--- src/rtl/pipe_dest_tracker_if.sv ---
// Bundle between the ID/hazard side and the destination-tag tracker.
// The master drives ID tags and hazard responses; the slave drives the stage tags and status.
interface pipe_dest_tracker_if #(
  parameter int RA_W  = 4,
  parameter int CNT_W = 16
);
  logic [RA_W-1:0]  RW_ID;
  logic             enable_RF_ID;
  logic             enable_LD_ID;
  logic             valid_ID;
  logic             CU_Sel;
  logic             Hazard_load_in;
  logic             flush;

  logic [RA_W-1:0]  RW_EX;
  logic [RA_W-1:0]  RW_MEM;
  logic [RA_W-1:0]  RW_WB;
  logic             enable_LD_EX;
  logic             enable_RF_EX;
  logic             enable_RF_MEM;
  logic             enable_RF_WB;
  logic             wb_retire;
  logic             proto_err;
  logic [CNT_W-1:0] stall_cnt;
  logic [CNT_W-1:0] flush_cnt;

  modport master (
    output RW_ID, enable_RF_ID, enable_LD_ID, valid_ID, CU_Sel, Hazard_load_in, flush,
    input  RW_EX, RW_MEM, RW_WB, enable_LD_EX, enable_RF_EX, enable_RF_MEM, enable_RF_WB,
           wb_retire, proto_err, stall_cnt, flush_cnt
  );

  modport slave (
    input  RW_ID, enable_RF_ID, enable_LD_ID, valid_ID, CU_Sel, Hazard_load_in, flush,
    output RW_EX, RW_MEM, RW_WB, enable_LD_EX, enable_RF_EX, enable_RF_MEM, enable_RF_WB,
           wb_retire, proto_err, stall_cnt, flush_cnt
  );
endinterface

--- src/rtl/pipe_dest_tracker.sv ---
// Carries each in-flight instruction's destination tag from ID through EX, MEM and WB,
// applies load-use bubbles and flushes, and polices the hazard unit's stall protocol.
module pipe_dest_tracker #(
  parameter int RA_W  = 4,
  parameter int CNT_W = 16
) (
  input  logic                 clk,
  input  logic                 reset,
  pipe_dest_tracker_if.slave   bus
);

  typedef struct packed {
    logic            valid;
    logic [RA_W-1:0] rw;
    logic            en_rf;
    logic            en_ld;
  } stage_t;

  stage_t           ex_q;
  stage_t           mem_q;
  stage_t           wb_q;
  logic             cu_sel_q;
  logic             proto_err_q;
  logic [CNT_W-1:0] stall_cnt_q;
  logic [CNT_W-1:0] flush_cnt_q;
  logic             proto_viol;

  // Any of the three stall-protocol violations, judged on pre-update state.
  assign proto_viol = (bus.CU_Sel != ~bus.Hazard_load_in)
                    | (bus.CU_Sel & ~bus.enable_LD_EX)
                    | (bus.CU_Sel & cu_sel_q);

  always_ff @(posedge clk or posedge reset) begin
    if (reset) begin
      ex_q        <= '0;
      mem_q       <= '0;
      wb_q        <= '0;
      cu_sel_q    <= 1'b0;
      proto_err_q <= 1'b0;
      stall_cnt_q <= '0;
      flush_cnt_q <= '0;
    end else begin
      wb_q  <= mem_q;
      mem_q <= ex_q;
      if (bus.flush || bus.CU_Sel) begin
        ex_q <= '0;
      end else begin
        ex_q.valid <= bus.valid_ID;
        ex_q.rw    <= bus.RW_ID;
        ex_q.en_rf <= bus.enable_RF_ID & bus.valid_ID;
        ex_q.en_ld <= bus.enable_LD_ID & bus.valid_ID;
      end
      cu_sel_q <= bus.CU_Sel;
      if (proto_viol) begin
        proto_err_q <= 1'b1;
      end
      if (bus.CU_Sel && (stall_cnt_q != {CNT_W{1'b1}})) begin
        stall_cnt_q <= stall_cnt_q + 1'b1;
      end
      if (bus.flush && (flush_cnt_q != {CNT_W{1'b1}})) begin
        flush_cnt_q <= flush_cnt_q + 1'b1;
      end
    end
  end

  // Invalid stages present an all-zero tag so the hazard unit never matches a bubble.
  assign bus.RW_EX         = ex_q.valid  ? ex_q.rw  : '0;
  assign bus.RW_MEM        = mem_q.valid ? mem_q.rw : '0;
  assign bus.RW_WB         = wb_q.valid  ? wb_q.rw  : '0;
  assign bus.enable_LD_EX  = ex_q.valid  & ex_q.en_ld;
  assign bus.enable_RF_EX  = ex_q.valid  & ex_q.en_rf;
  assign bus.enable_RF_MEM = mem_q.valid & mem_q.en_rf;
  assign bus.enable_RF_WB  = wb_q.valid  & wb_q.en_rf;
  assign bus.wb_retire     = wb_q.valid;
  assign bus.proto_err     = proto_err_q;
  assign bus.stall_cnt     = stall_cnt_q;
  assign bus.flush_cnt     = flush_cnt_q;

endmodule

--- src/flat_wrapper.sv ---
// flat-port wrapper written by rule: the top's interface ports become plain ports
module pipe_dest_tracker_flat 
#(
  parameter int RA_W  = 4,
  parameter int CNT_W = 16
)
  (clk, reset, bus_RW_ID, bus_enable_RF_ID, bus_enable_LD_ID, bus_valid_ID, bus_CU_Sel, bus_Hazard_load_in, bus_flush, bus_RW_EX, bus_RW_MEM, bus_RW_WB, bus_enable_LD_EX, bus_enable_RF_EX, bus_enable_RF_MEM, bus_enable_RF_WB, bus_wb_retire, bus_proto_err, bus_stall_cnt, bus_flush_cnt);
  pipe_dest_tracker_if #(.RA_W(RA_W), .CNT_W(CNT_W)) bus_i ();
  input  logic clk;
  input  logic reset;
  input wire logic [$bits(bus_i.RW_ID)-1:0] bus_RW_ID;
  input wire logic [$bits(bus_i.enable_RF_ID)-1:0] bus_enable_RF_ID;
  input wire logic [$bits(bus_i.enable_LD_ID)-1:0] bus_enable_LD_ID;
  input wire logic [$bits(bus_i.valid_ID)-1:0] bus_valid_ID;
  input wire logic [$bits(bus_i.CU_Sel)-1:0] bus_CU_Sel;
  input wire logic [$bits(bus_i.Hazard_load_in)-1:0] bus_Hazard_load_in;
  input wire logic [$bits(bus_i.flush)-1:0] bus_flush;
  output wire logic [$bits(bus_i.RW_EX)-1:0] bus_RW_EX;
  output wire logic [$bits(bus_i.RW_MEM)-1:0] bus_RW_MEM;
  output wire logic [$bits(bus_i.RW_WB)-1:0] bus_RW_WB;
  output wire logic [$bits(bus_i.enable_LD_EX)-1:0] bus_enable_LD_EX;
  output wire logic [$bits(bus_i.enable_RF_EX)-1:0] bus_enable_RF_EX;
  output wire logic [$bits(bus_i.enable_RF_MEM)-1:0] bus_enable_RF_MEM;
  output wire logic [$bits(bus_i.enable_RF_WB)-1:0] bus_enable_RF_WB;
  output wire logic [$bits(bus_i.wb_retire)-1:0] bus_wb_retire;
  output wire logic [$bits(bus_i.proto_err)-1:0] bus_proto_err;
  output wire logic [$bits(bus_i.stall_cnt)-1:0] bus_stall_cnt;
  output wire logic [$bits(bus_i.flush_cnt)-1:0] bus_flush_cnt;
  assign bus_i.RW_ID = bus_RW_ID;
  assign bus_i.enable_RF_ID = bus_enable_RF_ID;
  assign bus_i.enable_LD_ID = bus_enable_LD_ID;
  assign bus_i.valid_ID = bus_valid_ID;
  assign bus_i.CU_Sel = bus_CU_Sel;
  assign bus_i.Hazard_load_in = bus_Hazard_load_in;
  assign bus_i.flush = bus_flush;
  assign bus_RW_EX = bus_i.RW_EX;
  assign bus_RW_MEM = bus_i.RW_MEM;
  assign bus_RW_WB = bus_i.RW_WB;
  assign bus_enable_LD_EX = bus_i.enable_LD_EX;
  assign bus_enable_RF_EX = bus_i.enable_RF_EX;
  assign bus_enable_RF_MEM = bus_i.enable_RF_MEM;
  assign bus_enable_RF_WB = bus_i.enable_RF_WB;
  assign bus_wb_retire = bus_i.wb_retire;
  assign bus_proto_err = bus_i.proto_err;
  assign bus_stall_cnt = bus_i.stall_cnt;
  assign bus_flush_cnt = bus_i.flush_cnt;
  pipe_dest_tracker #(.RA_W(RA_W), .CNT_W(CNT_W)) u_core (.clk(clk), .reset(reset), .bus(bus_i));
endmodule
--- config.mk ---
export PLATFORM = sky130hd
export DESIGN_NAME = pipe_dest_tracker_flat
export DESIGN_NICKNAME = d
export VERILOG_FILES = /design/src/rtl/pipe_dest_tracker_if.sv /design/src/rtl/pipe_dest_tracker.sv /design/src/flat_wrapper.sv
export SDC_FILE = /design/constraint.sdc
export NUM_CORES = 1
export LEC_CHECK = 0
export BUFFER_PORTS_ARGS = -buffer_cell sky130_fd_sc_hd__buf_2
export CORE_ASPECT_RATIO = 0.9
export CORE_UTILIZATION = 45
export CTS_CLUSTER_SIZE = 12
export DETAILED_ROUTE_END_ITERATION = 12
export GPL_ROUTABILITY_DRIVEN = 0
export GPL_TIMING_DRIVEN = 1
export PLACE_DENSITY_LB_ADDON = 0.12
export RECOVER_POWER = 25
export SYNTH_ARGS = -nofsm -noshare
export SYNTH_HDL_FRONTEND = slang
export SYNTH_SLANG_ARGS = --single-unit
--- constraint.sdc ---
create_clock -name clk -period 1.6 [get_ports clk]
set_input_delay 0.16 -clock clk [delete_from_list [all_inputs] [get_ports clk]]
set_output_delay 0.16 -clock clk [all_outputs]
set_load 0.005 [all_outputs]
[After elaboration in Yosys (flattened, before gate mapping)]
Cells that the tools add are included.
Word-level totals
  register bits: 53
  output and inout bits: 50
Cells by class
  add/subtract/negate cells: 2
  eq/ne operators: 3
  mux-type cells: 4
  bitwise logic cells: 12
  reductions and logical operators: 3
Operator list (number)
  $add 16x1->16 const B: 2
  $ne 16x16->1 const B: 2
  $mux 4: 3
  $and 1x1->1: 8
  $mux 7: 1
  $logic_and 1x1->1: 2
  $not 1->1: 2
  $or 1x1->1: 2
  $logic_or 1x1->1: 1
  $ne 1x1->1: 1

[Depth between registers and ports, before layout]
Gate-level depths: netlist of run 1.
  depth in word-level cells: 5
  depth in mapped cells: 5
  gate-level depth less buffers: 5

[Worst setup path before layout of run 1]
No wires, ideal clock.
  path kind: register to register
  start: reg u_core.stall_cnt_q[0] (netlist: u_core.bus.stall_cnt[0])
  end: reg u_core.stall_cnt_q[12] (netlist: u_core.bus.stall_cnt[12])
  setup time: 0.128 ns
  arrival: 1.616 ns
  required time: 1.472 ns
  slack: -0.143 ns
  cell stages (with the launch flop): 6
  buffers on the path: 0
  clock period less this slack: 1.743 ns
  cells stage by stage: dfrtp_1 ha_1 nand4_2 or3_1 nor2_1 mux2_1
Between the ends
  longest elaborated chain between the ends: 2
RTL lines
  start, declared: RTL line pipe_dest_tracker.sv:24  | logic [CNT_W-1:0] stall_cnt_q;
  start signal, assigned: RTL line pipe_dest_tracker.sv:58  | stall_cnt_q <= stall_cnt_q + 1'b1;
  branches (longest 2 deep; another with $add 16x1->16)
Parallel ways; which one is timed is not known.
A chain may end at the register's enable or synchronous reset.

[Worst setup path after layout of run 1]
  start: reg u_core.stall_cnt_q[5] (netlist: u_core.bus.stall_cnt[5])
  end: reg u_core.stall_cnt_q[1] (netlist: u_core.bus.stall_cnt[1])
Between the ends
  longest elaborated chain between the ends: 2
RTL lines
  $ne 16x16->1: RTL line pipe_dest_tracker.sv:57  | if (bus.CU_Sel && (stall_cnt_q != {CNT_W{1'b1}})) begin
  $logic_and 1x1->1: RTL line pipe_dest_tracker.sv:57
No other way between the ends.

==> qor.yml, run 1 <==
power_and_ir_drop:
  p_per_area_mw_per_mm2: 1147
  p_leak_nw: 1.722
  ir_worst_vdd_mv: 1.108
worst_setup_path:
  cp_max_fo: 4
  required_ns: 1.79
  cp_cell_sequence: "nand4_2 -> or4_4 -> nand2_4 -> mux2_4"
  r2r_slack_ns: -0.04
  path_class: "flip-flop to flip-flop"
  critPathSlowestCell: "or4_4"
  endpoint_kind: "flip-flop"
  slowest_delay_ns: 0.58
  arrival_ns: 1.83
  start_kind: "flip-flop"
clock_network:
  cts-root-buf: "clkbuf_8"
  htree_levels: 2
  path_clk_slew_ns: 0.09
  clock-sinks: 53
  cts_buffer_depth: 2
  insertion_delay_ns: 0.29
  cts_tree: "built"
  cts_buffers: 5
die:
  core_mm2: 0.004895
  die_x_um: 77.64
  design.die.area_mm2: 0.005441
  num_rows: 24
  die_h_um: 70.08
  initial_core_util_pct: 47.34
  num_io_pins: 62
global_routing:
  grt_overflow: 0
  grt_pass1_wl_um: 8694
  antenna_found_initial: 0
  grtUsageTotal_pct: 20.55
  grt_max_degree: 25
  grt_pass1_vias: 1846
finish:
  utilization_pct: 68.46
  multi_input_area_mm2: 0.001065
  area_growth_syn_to_layout_pct: 44.60
  nets: 341
  seqCellArea_mm2: 0.001330
  fillCellCount: 395
  num_antenna_cells: 0
  drive_gt1_share_pct: 46.04
synth:
  synth_largest_area_cell: "dfrtp_1"
  synth_top_family_by_area: "simple AND/OR/NAND/NOR gates"
  synth_simple_gate_area_share_pct: 24.78
  synthMuxAreaShare_pct: 2.592
  synth_xor_xnor_area_share_pct: 6.425
  avgSynthCellArea_um2: 11.19
  synth_cells: 207
  yosysTopAreaCellShare_pct: 57.24
  mappedNetlistArea_mm2: 0.002317
  synthTopCellsByArea: "dfrtp_1 (57%), and2_1 (6.2%), xor2_1 (3.4%), xnor2_1 (3.0%), nor2_1 (2.6%)"
  yosys.area_share.adder_pct: 1.080
  yosysWarnings: 0
  syn-num-nets: 221
  ys_ff_latch: 53
  seq_area_frac_synth_pct: 57.24
  synth_compound_area_share_pct: 5.994
  ys_types: 38
sta:
  max_clock_freq_mhz: 608.8
  tightest_slew_ns: 0.8656
  skew_ns: 0.006625
  setup-tns-final_ns: -0.08926
  hold_viol_final: 0
  fin_ws_ns: -0.04246
  rsz0062_at_grt: "true"
  relSlewSlack_pct: 42.23
  drv_slew: 0
  layout_min_cycle_time_ns: 1.642
  setup-violations-final: 3
  fin_crit_sh_pct: 102.7
routing:
  drc: 0
  route.detailed.wl_per_inst_um: 13.53
  wirelength_um: 5318
  vias: 1987
  first_pass_iters: 4
  viasPerCell: 5.056
  drtIter0Drc: 69
  ant_nets: 0
placed_design:
  portBuffers: 61
  hpwl_um: 3862
outcome:
  violations: "negative setup slack"
  status: "finished with violations"
run:
  maxCapViolCount: 0
worst_hold_path:
  min-delay-path-class: "input port to flip-flop"
## cells in the mapped netlist (all sizes together)
master and number:
a2111oi 1, a21bo 1, a21boi 1, a21o 1, a21oi 9, a41oi 1, and2 23, and3 5
and4 2, buf 3, dfrtp 53, ha 2, inv 7, mux2 5, nand2 10, nand2b 2
nand3 11, nand4 11, nor2 16, nor3 8, nor3b 2, nor4 2, o2111ai 2, o21a 1
o21ai 4, o22ai 1, or2 1, or3 3, or4 2, xnor2 8, xor2 9
## cells in the final DEF (no fill, tap or decap), drive strengths merged, types with 2 or more instances in the layout
master | netlist | routed
ha | 2 | 2
nand2b | 2 | 2
or4 | 2 | 2
nand2 | 10 | 10
clkbuf | 0 | 7
and3 | 5 | 5
inv | 7 | 7
o2111ai | 2 | 2
nand4 | 11 | 11
o21ai | 4 | 4
nor3b | 2 | 2
nor3 | 8 | 8
nor4 | 2 | 2
nand3 | 11 | 11
dfrtp | 53 | 53
and2 | 23 | 23
or3 | 3 | 3
a21oi | 9 | 9
buf | 3 | 114
xnor2 | 8 | 8
nor2 | 16 | 16
and4 | 2 | 2
mux2 | 5 | 5
xor2 | 9 | 9
## state kept, by name (all words and copies together) (netlist names)
register,flops
u_core.wb_q,5
u_core.mem_q,6
u_core.bus.flush_cnt,16
u_core.bus.proto_err,1
u_core.bus.stall_cnt,16
u_core.bus.wb_retire,1
u_core.cu_sel_q,1
u_core.ex_q,7
## worst max-delay path: cells and delay by family, from the launching register on
family	cells	cell delay [ns]
simple gates	3	0.81
flops	1	0.43
mux	1	0.29
## what timing repair did
| action | 4_1_cts | 5_1_grt |
|---|---|---|
| setup buffers | 6 | 5 |
| pin swaps | 4 | 7 |
| setup endpoints to repair | 9 | 19 |
| resized for setup | 10 | 12 |
| hold buffers | 1 | 0 |
| hold endpoints to repair | 18 | 0 |
## final cells by class
| type | count | area share, % |
|---|---|---|
| repair buffers | 116 | 21.99 |
| inverters | 7 | 0.7842 |
| flip-flops and latches | 53 | 39.69 |
| clock buffers | 6 | 2.166 |
| clock inverters | 2 | 1.158 |
| well taps | 65 | 2.427 |
| multi-input cells | 144 | 31.78 |
## metal layers
metal,wire (um),part of all wire [%],global-route usage [%]
met2,2564,48,33.63
met1,2486,47,29.00
met3,245,4.6,3.529
met4,23,0.43,3.774
met5,0,0,0
## metrics by stage
step / instance area, um^2 / cells / hold slack, ns / total power [mW] / setup WS, ns
finish: 3351 / 393 / 0.06595 / 3.843 / -0.04246
global route: 3351 / 393 / 0.06920 / 4.101 / -0.1099
CTS: 3264 / 388 / 0.05605 / 3.803 / -0.03312
detailed placement: 3060 / 373 / 0.2063 / 2.804 / -0.09504
global placement: 3060 / 373 / 0.1978 / 2.775 / -0.02802
floorplan: 2362 / 207 / 0.1914 / 2.250 / -0.05623
## worst paths after layout
kind | from | endpoint | cells past startpoint
worst max-delay path | u_core.bus.stall_cnt[5] | u_core.bus.stall_cnt[1] | 4
worst min-delay path | bus_RW_ID[0] | u_core.ex_q[2] | 2
worst max register to register | u_core.bus.stall_cnt[5] | u_core.bus.stall_cnt[1] | 4
worst min register to register | u_core.mem_q[1] | u_core.wb_q[1] | 0
max in group asynchronous | reset | u_core.bus.flush_cnt[1] | 4
min in group asynchronous | reset | u_core.bus.flush_cnt[9] | 3
## kinds of logic after synthesis
| group | count (synthesis) |
|---|---|
| AO/OA/AOI/OAI | 22 |
| XOR/XNOR | 17 |
| adder cells (fa/ha/maj) | 2 |
| buffers and inverters | 10 |
| flip-flops | 53 |
| multiplexers | 5 |
| AND/OR/NAND/NOR | 98 |
## power breakdown
part           internal, mW  switching, mW
clock                 0.470          0.421
combinational         0.681          0.545
sequential             1.54          0.184
No activity file was read; power rests on OpenSTA's default activity.
==> run 2, diff against run 1 <==
--- a/config.mk
+++ b/config.mk
@@ -5,7 +5,7 @@
 export SDC_FILE = /design/constraint.sdc
 export NUM_CORES = 1
 export LEC_CHECK = 0
-export BUFFER_PORTS_ARGS = -buffer_cell sky130_fd_sc_hd__buf_2
+export BUFFER_PORTS_ARGS = -buffer_cell sky130_fd_sc_hd__clkbuf_2
 export CORE_ASPECT_RATIO = 0.9
 export CORE_UTILIZATION = 45
 export CTS_CLUSTER_SIZE = 12
==> qor.yml, run 2 (same netlist as run 1, synthesis figures left out) <==
power_and_ir_drop:
  swShare_pct: 30.77  # +0.84 points
  seqPwrFrac_pct: 45.1  # +0.2 points
  clkPwrFrac_pct: 23.8  # +0.6 points
  p_leak_nw: 1.703  # -1.1%
  power.internal_mw: 2.667  # -0.96%
  p_switching_mw: 1.186  # +3.1%
  p_per_area_mw_per_mm2: 1146  # -0.13%
  ir_worst_vdd_mv: 0.9143  # -17%
  combinationalPowerShare_pct: 31.1  # -0.8 points
worst_setup_path:
  rr_worst_depth: 4  # unchanged
  crit_end: "u_core.bus.stall_cnt[1]"
  critPathSlowestCell: "or4_4"
  cp_cell_sequence: "nand4_1 -> or4_4 -> nand2_4 -> mux2_4"
  cp_max_fo: 3  # -1
  timing.rr.end: "u_core.bus.stall_cnt[1]"
  arrival_ns: 1.85  # +0.02 ns
  required_ns: 1.81  # +0.02 ns
  r2r_slack_ns: -0.04  # about the same
  slowest_delay_ns: 0.59  # about the same
  cp_num_buf_inv: 0  # unchanged
  start_kind: "flip-flop"
  crit_family: "simple AND/OR/NAND/NOR gates"
  reg2reg_from: "u_core.bus.stall_cnt[11]"
  endpoint_kind: "flip-flop"
  path_class: "flip-flop to flip-flop"
  critPathLaunch: "u_core.bus.stall_cnt[11]"
  cp.depth: 4  # unchanged
routing:
  drc: 0  # unchanged
  wirelength_um: 5474  # +2.9%
  route.detailed.wl_per_inst_um: 13.96  # +3.2%
  drtIter0Drc: 67  # -2.9%
  vias: 1975  # -0.60%
  viasPerCell: 5.038  # -0.35%
  first_pass_iters: 4  # unchanged
  ant_nets: 0  # unchanged
die:
  die_h_um: 70.08  # unchanged
  num_io_pins: 62  # unchanged
  num_rows: 24  # unchanged
  initial_core_util_pct: 47.34  # unchanged
  die_x_um: 77.64  # unchanged
  core_mm2: 0.004895  # unchanged
  design.die.area_mm2: 0.005441  # unchanged
sta:
  setup-violations-final: 4  # +1
  layout_min_cycle_time_ns: 1.640  # -0.002065 ns
  rsz0062_at_grt: "true"
  tightest_slew_ns: 0.4690  # -0.3967 ns
  fin_crit_sh_pct: 102.5  # -0.13 points
  max_clock_freq_mhz: 609.6  # +0.13%
  drv_slew: 0  # unchanged
  skew_ns: 0.005509  # -0.001117 ns
  relSlewSlack_pct: 68.69  # +26 points
  hold_viol_final: 0  # unchanged
  fin_ws_ns: -0.04040  # +0.002065 ns
global_routing:
  grt_max_degree: 25  # unchanged
  grt_pass1_wl_um: 8728  # +0.39%
  grt_pass1_vias: 1887  # +2.2%
  use_met2_pct: 32.65  # -0.98 points
  grt_overflow: 0  # unchanged
  antenna_found_initial: 0  # unchanged
  grtUsageTotal_pct: 20.92  # +0.38 points
  grtUsageMet3_pct: 3.529  # unchanged
  gr-usage-met1_pct: 29.20  # +0.20 points
  top_usage_layer: "met2"
clock_network:
  cts_tree: "built"
  htree_levels: 2  # unchanged
  cts-root-buf: "clkbuf_8"
  path_clk_slew_ns: 0.10  # about the same
  cts_buffers: 5  # unchanged
  clock-sinks: 53  # unchanged
  cts_buffer_depth: 2  # unchanged
  insertion_delay_ns: 0.31  # +0.02 ns
finish:
  area_growth_syn_to_layout_pct: 45.14
  mostFrequentLayoutCells: "clkbuf_2 (61), buf_4 (50), dfrtp_1 (50), and2_1 (23), nor2_1 (13)"
  utilization_pct: 68.71  # +0.26 points
  drive_gt1_share_pct: 47.71  # +1.7 points
  instances_no_fill: 392  # -0.25%
  num_antenna_cells: 0  # unchanged
  nets: 340  # -0.29%
  final_common_cell: "clkbuf_2"
placed_design:
  portBuffers: 61  # unchanged
  hpwl_um: 3885  # +0.60%
  place_inst: 373  # unchanged
outcome:
  status: "finished with violations"
  violations: "negative setup slack"
run:
  maxCapViolCount: 0  # unchanged
worst_hold_path:
  min-delay-path-class: "input port to flip-flop"
[run 2: changes by cell type in the layout (fill, tap and decap cells not counted), sizes merged]
| cell | before | now |
|---|---|---|
| clkbuf | 7 | 67 |
| buf | 114 | 53 |
[run 2: worst register-to-register path: cells and delay by family (launching register included)]
kind / cells / cell delay [ns]
AND/OR/NAND/NOR: 3 / 0.89
multiplexers: 1 / 0.29
flip-flops: 1 / 0.36
[run 2: power by group through the flow]
stage / Sequential, mW / Clock [mW] / Combinational, mW
after floorplan: 1.81 / 0 / 0.442
after global placement: 1.74 / 0 / 1.04
after detailed placement: 1.75 / 0 / 1.05
after CTS: 1.74 / 0.928 / 1.08
after global routing: 1.77 / 0.991 / 1.33
final: 1.74 / 0.917 / 1.20
[run 2: routing by layer]
| metal | up-vias | wire length, um |
|---|---|---|
| met4 | 0 | 89 |
| met3 | 8 | 188 |
| li1 | 959 | - |
| met5 | - | 0 |
| met1 | 959 | 2630 |
| met2 | 49 | 2566 |
[run 2: area by class of cell]
cell class              count  area (um^2)
clock inverters             2        38.79
flip-flops and latches     53         1330
fillers                   365         1531
repair buffers            115        733.2
clock buffers               6        72.57
well taps                  65        81.33
multi-input cells         144         1081
inverters                   7        26.28
[run 2: worst min path at each step]
| stage | from | cells past startpoint | endpoint | slack, ns |
|---|---|---|---|---|
| finish | bus_RW_ID[1] | 2 | u_core.ex_q[3] | 0.05 |
| detailed placement | reset | 2 | u_core.bus.flush_cnt[9] | 0.18 |
| global route | bus_RW_ID[1] | 2 | u_core.ex_q[3] | 0.04 |
| global placement | reset | 2 | u_core.bus.flush_cnt[9] | 0.18 |
| CTS | bus_RW_ID[3] | 2 | u_core.ex_q[5] | 0.04 |
| floorplan | bus_CU_Sel | 0 | u_core.cu_sel_q | 0.19 |
[run 2: what timing repair did]
item	CTS	global route
resized for setup	7	19
endpoints found under the hold margin	18	0
pin swaps	4	11
setup buffers	1	9
hold buffers	1	0
endpoints found under the setup margin	8	21
[run 2: through the flow]
| stage | setup WS, ns | instance area, um^2 | hold WS, ns | power, mW | setup TNS [ns] |
|---|---|---|---|---|---|
| detailed placement | -0.07212 | 3060 | 0.1836 | 2.799 | -0.2258 |
| floorplan | -0.05623 | 2362 | 0.1914 | 2.250 | -0.1481 |
| global placement | -0.02752 | 3060 | 0.1838 | 2.780 | -0.04334 |
| global route | -0.1045 | 3363 | 0.03733 | 4.089 | -0.5862 |
| CTS | -0.06677 | 3227 | 0.04434 | 3.746 | -0.1937 |
| finish | -0.04040 | 3363 | 0.05008 | 3.853 | -0.07723 |
